$ cat src/rtl/imem_refill_arb.sv
// imem_refill_arb: instruction-side line refill engine and Wishbone master.
// Fetches whole cache lines as critical-word-first wrapping bursts and forwards
// the critical word early for fetch restart. Handles bus retry (with backoff and
// a bounded retry count) and error termination, and drives the fetch stall.
// Optional feature macro: IMEM_TLB_PORT_EN adds a single-word ITLB read channel
// that wins arbitration over line refills in IDLE.
// Note: rst_n is an asynchronous, active-high reset despite its name.

module imem_refill_arb #(
  parameter int unsigned LINE_WORDS = 8,
  parameter int unsigned DATA_W     = 32,
  parameter int unsigned ADDR_W     = 32,
  parameter int unsigned RETRY_MAX  = 4
) (
  input  logic                         clk,
  input  logic                         rst_n,
  input  logic                         freeze,
  input  logic                         req_valid,
  input  logic [ADDR_W-1:0]            req_addr,
  output logic                         line_valid,
  output logic [LINE_WORDS*DATA_W-1:0] line_data,
  output logic                         line_err,
  output logic                         word_valid,
  output logic [DATA_W-1:0]            word_data,
  output logic                         stall_out,
`ifdef IMEM_TLB_PORT_EN
  input  logic                         tlb_req,
  input  logic [ADDR_W-1:0]            tlb_addr,
  output logic                         tlb_ack,
  output logic [DATA_W-1:0]            tlb_rdata,
  output logic                         tlb_err,
`endif
  input  logic                         wb_ack_i,
  input  logic                         wb_err_i,
  input  logic                         wb_rty_i,
  input  logic [DATA_W-1:0]            wb_dat_i,
  output logic                         wb_cyc_o,
  output logic                         wb_stb_o,
  output logic                         wb_we_o,
  output logic [ADDR_W-1:0]            wb_adr_o,
  output logic [3:0]                   wb_sel_o,
  output logic [2:0]                   wb_cti_o,
  output logic [2:0]                   wb_bte_o,
  output logic [DATA_W-1:0]            wb_dat_o
);

  localparam int unsigned IDX_W  = $clog2(LINE_WORDS);
  localparam int unsigned BASE_W = ADDR_W - IDX_W - 2;
  localparam int unsigned CNT_W  = (RETRY_MAX > 0) ? $clog2(RETRY_MAX + 1) : 1;

  localparam logic [IDX_W-1:0] LAST_IDX   = IDX_W'(LINE_WORDS - 1);
  localparam logic [IDX_W-1:0] PENULT_IDX = IDX_W'(LINE_WORDS - 2);
  localparam logic [CNT_W-1:0] RETRY_LIM  = CNT_W'(RETRY_MAX);

  // Wrapping burst length encoding for the line size.
  localparam logic [2:0] BTE_WRAP = (LINE_WORDS == 4) ? 3'b001 :
                                    (LINE_WORDS == 8) ? 3'b010 : 3'b011;

  localparam logic [2:0] CTI_CLASSIC = 3'b000;
  localparam logic [2:0] CTI_INCR    = 3'b010;
  localparam logic [2:0] CTI_END     = 3'b111;

  typedef enum logic [2:0] {
    StIdle    = 3'd0,
    StLine    = 3'd1,
    StBackoff = 3'd2,
    StResp    = 3'd3
`ifdef IMEM_TLB_PORT_EN
    , StSingle = 3'd4
`endif
  } state_e;

  state_e                             state_q;
  logic                               owner_tlb_q;
  logic [BASE_W-1:0]                  base_q;
  logic [IDX_W-1:0]                   start_q;
  logic [IDX_W-1:0]                   beat_q;
  logic [CNT_W-1:0]                   retry_q;
  logic                               err_q;
  logic [LINE_WORDS-1:0][DATA_W-1:0]  line_q;

  logic             err_ev;
  logic             ack_ev;
  logic             rty_ev;
  logic             fail_ev;
  logic [IDX_W-1:0] cur_idx;
  logic [IDX_W-1:0] nxt_idx;

  // Terminations only count while a strobe is out; error beats ack beats retry.
  assign err_ev  = wb_stb_o & wb_err_i;
  assign ack_ev  = wb_stb_o & wb_ack_i & ~wb_err_i;
  assign rty_ev  = wb_stb_o & wb_rty_i & ~wb_ack_i & ~wb_err_i;
  assign fail_ev = err_ev | (rty_ev & (retry_q == RETRY_LIM));

  // Index arithmetic wraps naturally because LINE_WORDS is a power of two.
  assign cur_idx = start_q + beat_q;
  assign nxt_idx = cur_idx + 1'b1;

  assign wb_we_o  = 1'b0;
  assign wb_dat_o = '0;

  assign line_data = line_q;

  // Critical word is forwarded straight from the bus in the cycle it is acked.
  assign word_valid = (state_q == StLine) & ack_ev & (beat_q == '0);
  assign word_data  = word_valid ? wb_dat_i : '0;

  assign line_valid = (state_q == StResp) & ~freeze;
  assign line_err   = line_valid & err_q;

  // A pending miss stalls fetch even while the walker owns the bus.
  assign stall_out = ~rst_n & (req_valid | ((state_q != StIdle) & ~owner_tlb_q));

`ifdef IMEM_TLB_PORT_EN
  assign tlb_ack   = (state_q == StSingle) & (ack_ev | fail_ev);
  assign tlb_err   = (state_q == StSingle) & fail_ev;
  assign tlb_rdata = ((state_q == StSingle) & ack_ev) ? wb_dat_i : '0;
`endif

  // Byte offset bits of the miss address carry no information for word fetches.
  logic unused_addr_bits;
  assign unused_addr_bits = ^req_addr[1:0];

  // Arbitration, burst sequencing, retry/backoff and line assembly.
  always_ff @(posedge clk or posedge rst_n) begin
    if (rst_n) begin
      state_q     <= StIdle;
      owner_tlb_q <= 1'b0;
      base_q      <= '0;
      start_q     <= '0;
      beat_q      <= '0;
      retry_q     <= '0;
      err_q       <= 1'b0;
      line_q      <= '0;
      wb_cyc_o    <= 1'b0;
      wb_stb_o    <= 1'b0;
      wb_adr_o    <= '0;
      wb_sel_o    <= 4'h0;
      wb_cti_o    <= 3'b000;
      wb_bte_o    <= 3'b000;
    end else begin
      unique case (state_q)
        StIdle: begin
          if (!freeze) begin
`ifdef IMEM_TLB_PORT_EN
            if (tlb_req) begin
              state_q     <= StSingle;
              owner_tlb_q <= 1'b1;
              retry_q     <= '0;
              wb_cyc_o    <= 1'b1;
              wb_stb_o    <= 1'b1;
              wb_adr_o    <= tlb_addr;
              wb_sel_o    <= 4'hF;
              wb_cti_o    <= CTI_CLASSIC;
              wb_bte_o    <= 3'b000;
            end else if (req_valid) begin
`else
            if (req_valid) begin
`endif
              state_q     <= StLine;
              owner_tlb_q <= 1'b0;
              base_q      <= req_addr[ADDR_W-1:IDX_W+2];
              start_q     <= req_addr[IDX_W+1:2];
              beat_q      <= '0;
              retry_q     <= '0;
              err_q       <= 1'b0;
              wb_cyc_o    <= 1'b1;
              wb_stb_o    <= 1'b1;
              wb_adr_o    <= {req_addr[ADDR_W-1:2], 2'b00};
              wb_sel_o    <= 4'hF;
              wb_cti_o    <= CTI_INCR;
              wb_bte_o    <= BTE_WRAP;
            end
          end
        end

        StLine: begin
          if (fail_ev) begin
            wb_cyc_o <= 1'b0;
            wb_stb_o <= 1'b0;
            err_q    <= 1'b1;
            state_q  <= StResp;
          end else if (ack_ev) begin
            line_q[cur_idx] <= wb_dat_i;
            if (beat_q == LAST_IDX) begin
              wb_cyc_o <= 1'b0;
              wb_stb_o <= 1'b0;
              state_q  <= StResp;
            end else begin
              beat_q   <= beat_q + 1'b1;
              wb_adr_o <= {base_q, nxt_idx, 2'b00};
              wb_cti_o <= (beat_q == PENULT_IDX) ? CTI_END : CTI_INCR;
            end
          end else if (rty_ev) begin
            wb_cyc_o <= 1'b0;
            wb_stb_o <= 1'b0;
            retry_q  <= retry_q + 1'b1;
            state_q  <= StBackoff;
          end
        end

`ifdef IMEM_TLB_PORT_EN
        StSingle: begin
          if (fail_ev || ack_ev) begin
            wb_cyc_o <= 1'b0;
            wb_stb_o <= 1'b0;
            state_q  <= StIdle;
          end else if (rty_ev) begin
            wb_cyc_o <= 1'b0;
            wb_stb_o <= 1'b0;
            retry_q  <= retry_q + 1'b1;
            state_q  <= StBackoff;
          end
        end
`endif

        // Address and cti were left at the retried beat, so re-issue is just cyc/stb.
        StBackoff: begin
          wb_cyc_o <= 1'b1;
          wb_stb_o <= 1'b1;
`ifdef IMEM_TLB_PORT_EN
          state_q  <= owner_tlb_q ? StSingle : StLine;
`else
          state_q  <= StLine;
`endif
        end

        StResp: begin
          if (!freeze) begin
            state_q <= StIdle;
          end
        end

        default: state_q <= StIdle;
      endcase
    end
  end

endmodule

$ cat config.mk
export PLATFORM = sky130hd
export DESIGN_NAME = imem_refill_arb
export DESIGN_NICKNAME = d
export VERILOG_FILES = /design/src/rtl/imem_refill_arb.sv
export SDC_FILE = /design/constraint.sdc
export NUM_CORES = 1
export LEC_CHECK = 0
export ABC_AREA = 0
export CAP_MARGIN = 20
export CELL_PAD_IN_SITES_DETAIL_PLACEMENT = 0
export CELL_PAD_IN_SITES_GLOBAL_PLACEMENT = 1
export CORE_ASPECT_RATIO = 2
export CORE_MARGIN = 2
export CORE_UTILIZATION = 37
export DETAILED_ROUTE_END_ITERATION = 7
export GPL_ROUTABILITY_DRIVEN = 0
export MAX_ROUTING_LAYER = met4
export PLACE_DENSITY = 0.81
export SLEW_MARGIN = 20
export SYNTH_ARGS = -nofsm -noshare
export SYNTH_HDL_FRONTEND = slang
export SYNTH_SLANG_ARGS = --single-unit
$ cat constraint.sdc
create_clock -name clk -period 13.7 [get_ports clk]
set_clock_uncertainty 0.15 [all_clocks]
set_input_delay 2.74 -clock clk [delete_from_list [all_inputs] [get_ports clk]]
set_output_delay 2.74 -clock clk [all_outputs]
set_load 0.02 [all_outputs]
==> Yosys cells after proc, flatten, opt, wreduce, memory -nomap -nowiden <==
Index checks and enable logic that the tools add are counted.
{ "totals": {"inputBits": 71, "mem_bits_ro": 0, "output_inout_bits": 369, "mem_count": 0, "latchBits": 0, "ram_bits": 0, "reg_bits": 334, "wordCells": 120} }
{ "classes": {"div": 0, "shifts": 0, "n_bitwise": 19, "n_reduce_logical": 13, "muxes": 46, "n_eq_ne": 17, "magnitude_cmp": 2, "mul": 0, "addsub": 4} }
{ "ops": {"columns": ["op", "n"], "rows": [
  ["256-bit bitwise mux", 1],
  ["32-bit 2-to-1 mux", 7],
  ["32-bit demux with 3-bit select", 1],
  ["32-bit case mux with 2 select lines", 1],
  ["3-bit 2-to-1 mux", 21],
  ["2-bit != test, second input constant", 9],
  ["3-bit case mux with 2 select lines", 3],
  ["1-bit bitwise AND", 12],
  ["3-bit case mux with 4 select lines", 1],
  ["6-bit AND reduction", 2],
  ["5-bit AND reduction", 2],
  ["3-bit by 1-bit adder with 3-bit output, second input constant", 3],
  ["3-bit equality test, second input constant", 3],
  ["1-bit 2-to-1 mux", 9],
  ["3-bit by 2-bit equality test with 1-bit output, second input constant", 2],
  ["3-bit zero test", 2],
  ["3-bit AND reduction", 2],
  ["3-bit nonzero test", 2],
  ["1-bit NOT", 5],
  ["3-bit by 4-bit < comparator with 1-bit output, second input constant", 1],
  ["4-bit by 3-bit != test with 1-bit output, second input constant", 1],
  ["4-bit != test, second input constant", 1],
  ["4-bit AND reduction", 1],
  ["3-bit adder", 1],
  ["other kinds (7)", 8]
]} }

==> Depth between registers and ports, before layout <==
{ "logic_depth": {"ltp_word": 7, "depth_mapped": 9, "mapped_depth_nobuf": 9} }

==> Least setup slack after synthesis <==
Ideal clock, no wire load.
{ "synth_path": {"kind": "input port to output port", "from": "in wb_err_i", "to": "out word_data[22]", "cell_stages": 5, "t_arrival_ps": 4014, "slack_ps": 6796, "required_ps": 10810, "n_path_buf": 1, "cell_sequence": "nand4bb_1 -> nor2_1 -> and3b_1 -> clkbuf_1 -> and2_1"} }
{ "synth_between": {"elab_chain_len": 5} }
{ "synth_rtl": {"columns": ["item", "line_no", "source"], "rows": [
  ["start, declared", "34", "input logic wb_err_i,"],
  ["1-bit NOT", "91", "assign ack_ev = wb_stb_o & wb_ack_i & ~wb_err_i;"],
  ["1-bit bitwise AND", "91", null],
  ["1-bit bitwise AND (2 in series)", "105", "assign word_valid = (state_q == StLine) & ack_ev & (beat_q == '0);"],
  ["named net word_valid", "23", "output logic word_valid,"],
  ["32-bit 2-to-1 mux", "106", "assign word_data = word_valid ? wb_dat_i : '0;"],
  ["end, declared", "24", "output logic [DATA_W-1:0] word_data,"]
]} }
The timed path passes the listed nets, and every way through them passes these cells.

==> Final worst setup path <==
{ "layout_path": {"from": "in wb_ack_i", "to": "out word_data[13]"} }
{ "layout_between": {"elab_chain_len": 5} }
{ "layout_rtl": {"columns": ["item", "line_no", "source"], "rows": [
  ["start, declared", "33", "input logic wb_ack_i,"],
  ["1-bit bitwise AND (2 in series)", "91", null],
  ["1-bit bitwise AND (2 in series)", "105", null],
  ["32-bit 2-to-1 mux", "106", null]
]} }
Every way passes these cells.

==> results.json <==
{
  "status": "finished, final reports clean",
  "tns_ps": 0,
  "r2r_start": "beat_q[0]",
  "start_util": 0.3746,
  "grt_util_met3": 0.02432,
  "layout.nets": 1395,
  "timing.rr.end": "line_data[13]",
  "port_buffers": 400,
  "tightest_slew_ps": 990.7,
  "rows": 98,
  "synthCells": 921,
  "clockBufferDepth": 3,
  "overflow": 0,
  "final_util": 0.5227,
  "reg2reg_depth": 7,
  "hp-class": "register to register",
  "area_delta_synth_final_pct": 39.52,
  "io_pins": 440,
  "worstPathRequired_ps": 10810,
  "post-route-period-util": 0.6089,
  "fp.dieW_um": 138.6,
  "first_pass_iters": 4,
  "period_needed_ps": 8343,
  "ff2ff_setup_slack_ps": 10010,
  "die_h_um": 273.3,
  "fp.coreArea_um2": 35800,
  "crit_family": "buffers and inverters",
  "h-tree-depth": 1,
  "yosysSeqAreaShare": 0.6138,
  "cp_cell_sequence": "clkdlybuf4s50_1 > inv_1 > nor2_1 > and3b_2 > and2_1 > clkdlybuf4s50_1",
  "yosysWarningCount": 0,
  "crit_path_end_kind": "primary output",
  "yosysTopAreaCellShare": 0.6138,
  "synth_flop_cell": "dfrtp_1",
  "fmax_mhz": 119.9,
  "drive_gt1_frac": 0.2730,
  "cts_sinks": 329,
  "drcViolationCount": 0,
  "grt_util_met2": 0.3678,
  "cellLeakagePower_nw": 8.803,
  "vias_per_cell": 4.844,
  "slowest_delay_ps": 750,
  "worst-path-buf-inv": 3,
  "finalSetupViolCount": 0,
  "powerDensity_nw_per_um2": 200.7,
  "finalHoldViolCount": 0,
  "ir_drop_mv": 0.1599,
  "drv_slew": 0,
  "clkLatencyLatePin_ps": 570,
  "clk_pin_slew_ps": 60,
  "synth_area_per_cell_um2": 14.56,
  "hold_end": "wb_cti_o[1]",
  "cts_buffers": 30,
  "synth_area_leader_cell": "dfrtp_1",
  "fillers": 3087,
  "min_path_cells": 1,
  "crit_path_max_fanout": 33,
  "synthTopCellsByArea": "dfrtp_1 (61%), mux2_2 (24%), buf_4 (2.7%), mux2i_1 (2.1%), and2_1 (1.5%)",
  "dieArea_um2": 37880,
  "ys_ff_latch": 329,
  "synth_common_cells": "dfrtp_1 (329), mux2_2 (283), buf_4 (48)",
  "cp-start-kind": "input pin",
  "cpMostUsedCell": "clkdlybuf4s50_1",
  "cts_root_buf": "clkbuf_16",
  "path_class": "input pin to primary output",
  "cts-resized-gates": 0,
  "drtAntennaViolNets": 0,
  "max-cap-violations": 0,
  "grt_pass1_wl_mm": 56.11,
  "vias": 8661,
  "grt_max_degree": 137,
  "ctsHoldBuffers": 0,
  "post-dp-hpwl_mm": 25.57,
  "min-delay-start": "wb_cti_o[1]",
  "syn-cell-area_um2": 13410,
  "crit_arrival_ps": 5450,
  "post_dp_cell_area_um2": 17710,
  "final_cell_area_um2": 18710,
  "gr-usage-met1": 0.2078,
  "cts_tree": "yes",
  "grt_pass1_vias": 9196,
  "synth.most_common_cell": "dfrtp_1",
  "synthDistinctLibCells": 45,
  "synth_edf_count": 0,
  "drt_iter0_markers": 277,
  "cts_setup_buffers": 0,
  "antenna_found_initial": 1,
  "rsz0062_at_grt": "no",
  "postSynth.asyncResetShare": 1.000,
  "critical_path.slowest_cell": "and3b_2",
  "routed_wl_mm": 37.18,
  "wire_per_inst_um": 20.79,
  "track_usage": 0.1977,
  "grt.busiest_layer": "met2",
  "slew_headroom": 0.3360
}
[logic make-up after synthesis]
kind of cell,count (synthesis),share of synthesized area
other,1,0.0002796
flip-flops,329,0.6138
AO/OA/AOI/OAI,51,0.02146
buffers and inverters,101,0.04618
XOR/XNOR,4,0.003731
AND/OR/NAND/NOR,113,0.04543
adder cells (fa/ha/maj),9,0.008956
multiplexers,313,0.2602
[state kept, by name, indices dropped and copies added (netlist names)]
signal     cells
state_q        2
wb_cti_o       2
wb_stb_o       1
wb_adr_o      30
base_q        27
err_q          1
line_data    256
start_q        3
wb_bte_o       1
retry_q        3
beat_q         3
[power by group]
group	internal (mW)	leakage (nW)	total (mW)	switching [mW]
logic	0.738	3.87	1.48	0.742
registers	1.27	4.43	1.43	0.160
clock network	0.476	0.502	0.845	0.369
total	2.48	8.80	3.76	1.27
[cells in the final DEF, fill, tap and decap left out, types with 3 or more instances in the layout]
cell             count
clkdlybuf4s50_1    400
dfrtp_1            329
mux2_2             283
nand2_1             45
conb_1              37
and2_1              32
o21ai_0             32
clkbuf_16           31
mux2i_1             28
buf_4               13
inv_1               12
clkinv_2            12
nor2_1               8
ha_1                 8
clkbuf_8             5
o21ai_1              4
a21oi_1              4
nand3b_1             3
nor3_1               3
nand3_1              3
xnor2_1              3
[per-stage QoR]
stage | instances | power (mW) | hold WS, ps | setup WS [ps]
floorplan | 957 | 2.235 | 330.5 | 1699
global placement | 1732 | 2.906 | 301.1 | 5408
detailed placement | 1733 | 2.946 | 309.6 | 5367
CTS | 1787 | 3.808 | 325.9 | 5360
global route | 1788 | 3.944 | 342.7 | 5190
finish | 1788 | 3.755 | 323.6 | 5357
[worst max path at each step]
stage,start,end,slack [ps],cells past startpoint
floorplan,rst_n,base_q[0],1700,1
global placement,wb_ack_i,word_data[13],5410,6
detailed placement,wb_ack_i,word_data[21],5370,6
CTS,wb_ack_i,word_data[21],5360,6
global route,wb_ack_i,word_data[18],5190,6
finish,wb_ack_i,word_data[13],5360,6
[layout make-up]
class                   count  area [um2]  area share
multi-input cells         527        4746      0.2536
repair buffers            414        4116      0.2200
diodes                      1       2.502   0.0001337
flip-flops and latches    329        8233      0.4399
clock inverters            18       152.6    0.008157
well taps                 450       563.0     0.03009
clock buffers              36       844.6     0.04513
inverters                  13       56.30    0.003009
[routing by layer]
layer / vias up / share of wire
met5: - / 0
li1: 3908 / -
met4: 0 / 0.047
met2: 295 / 0.55
met3: 67 / 0.040
met1: 4391 / 0.36
Power figures use the tool's default switching activity.
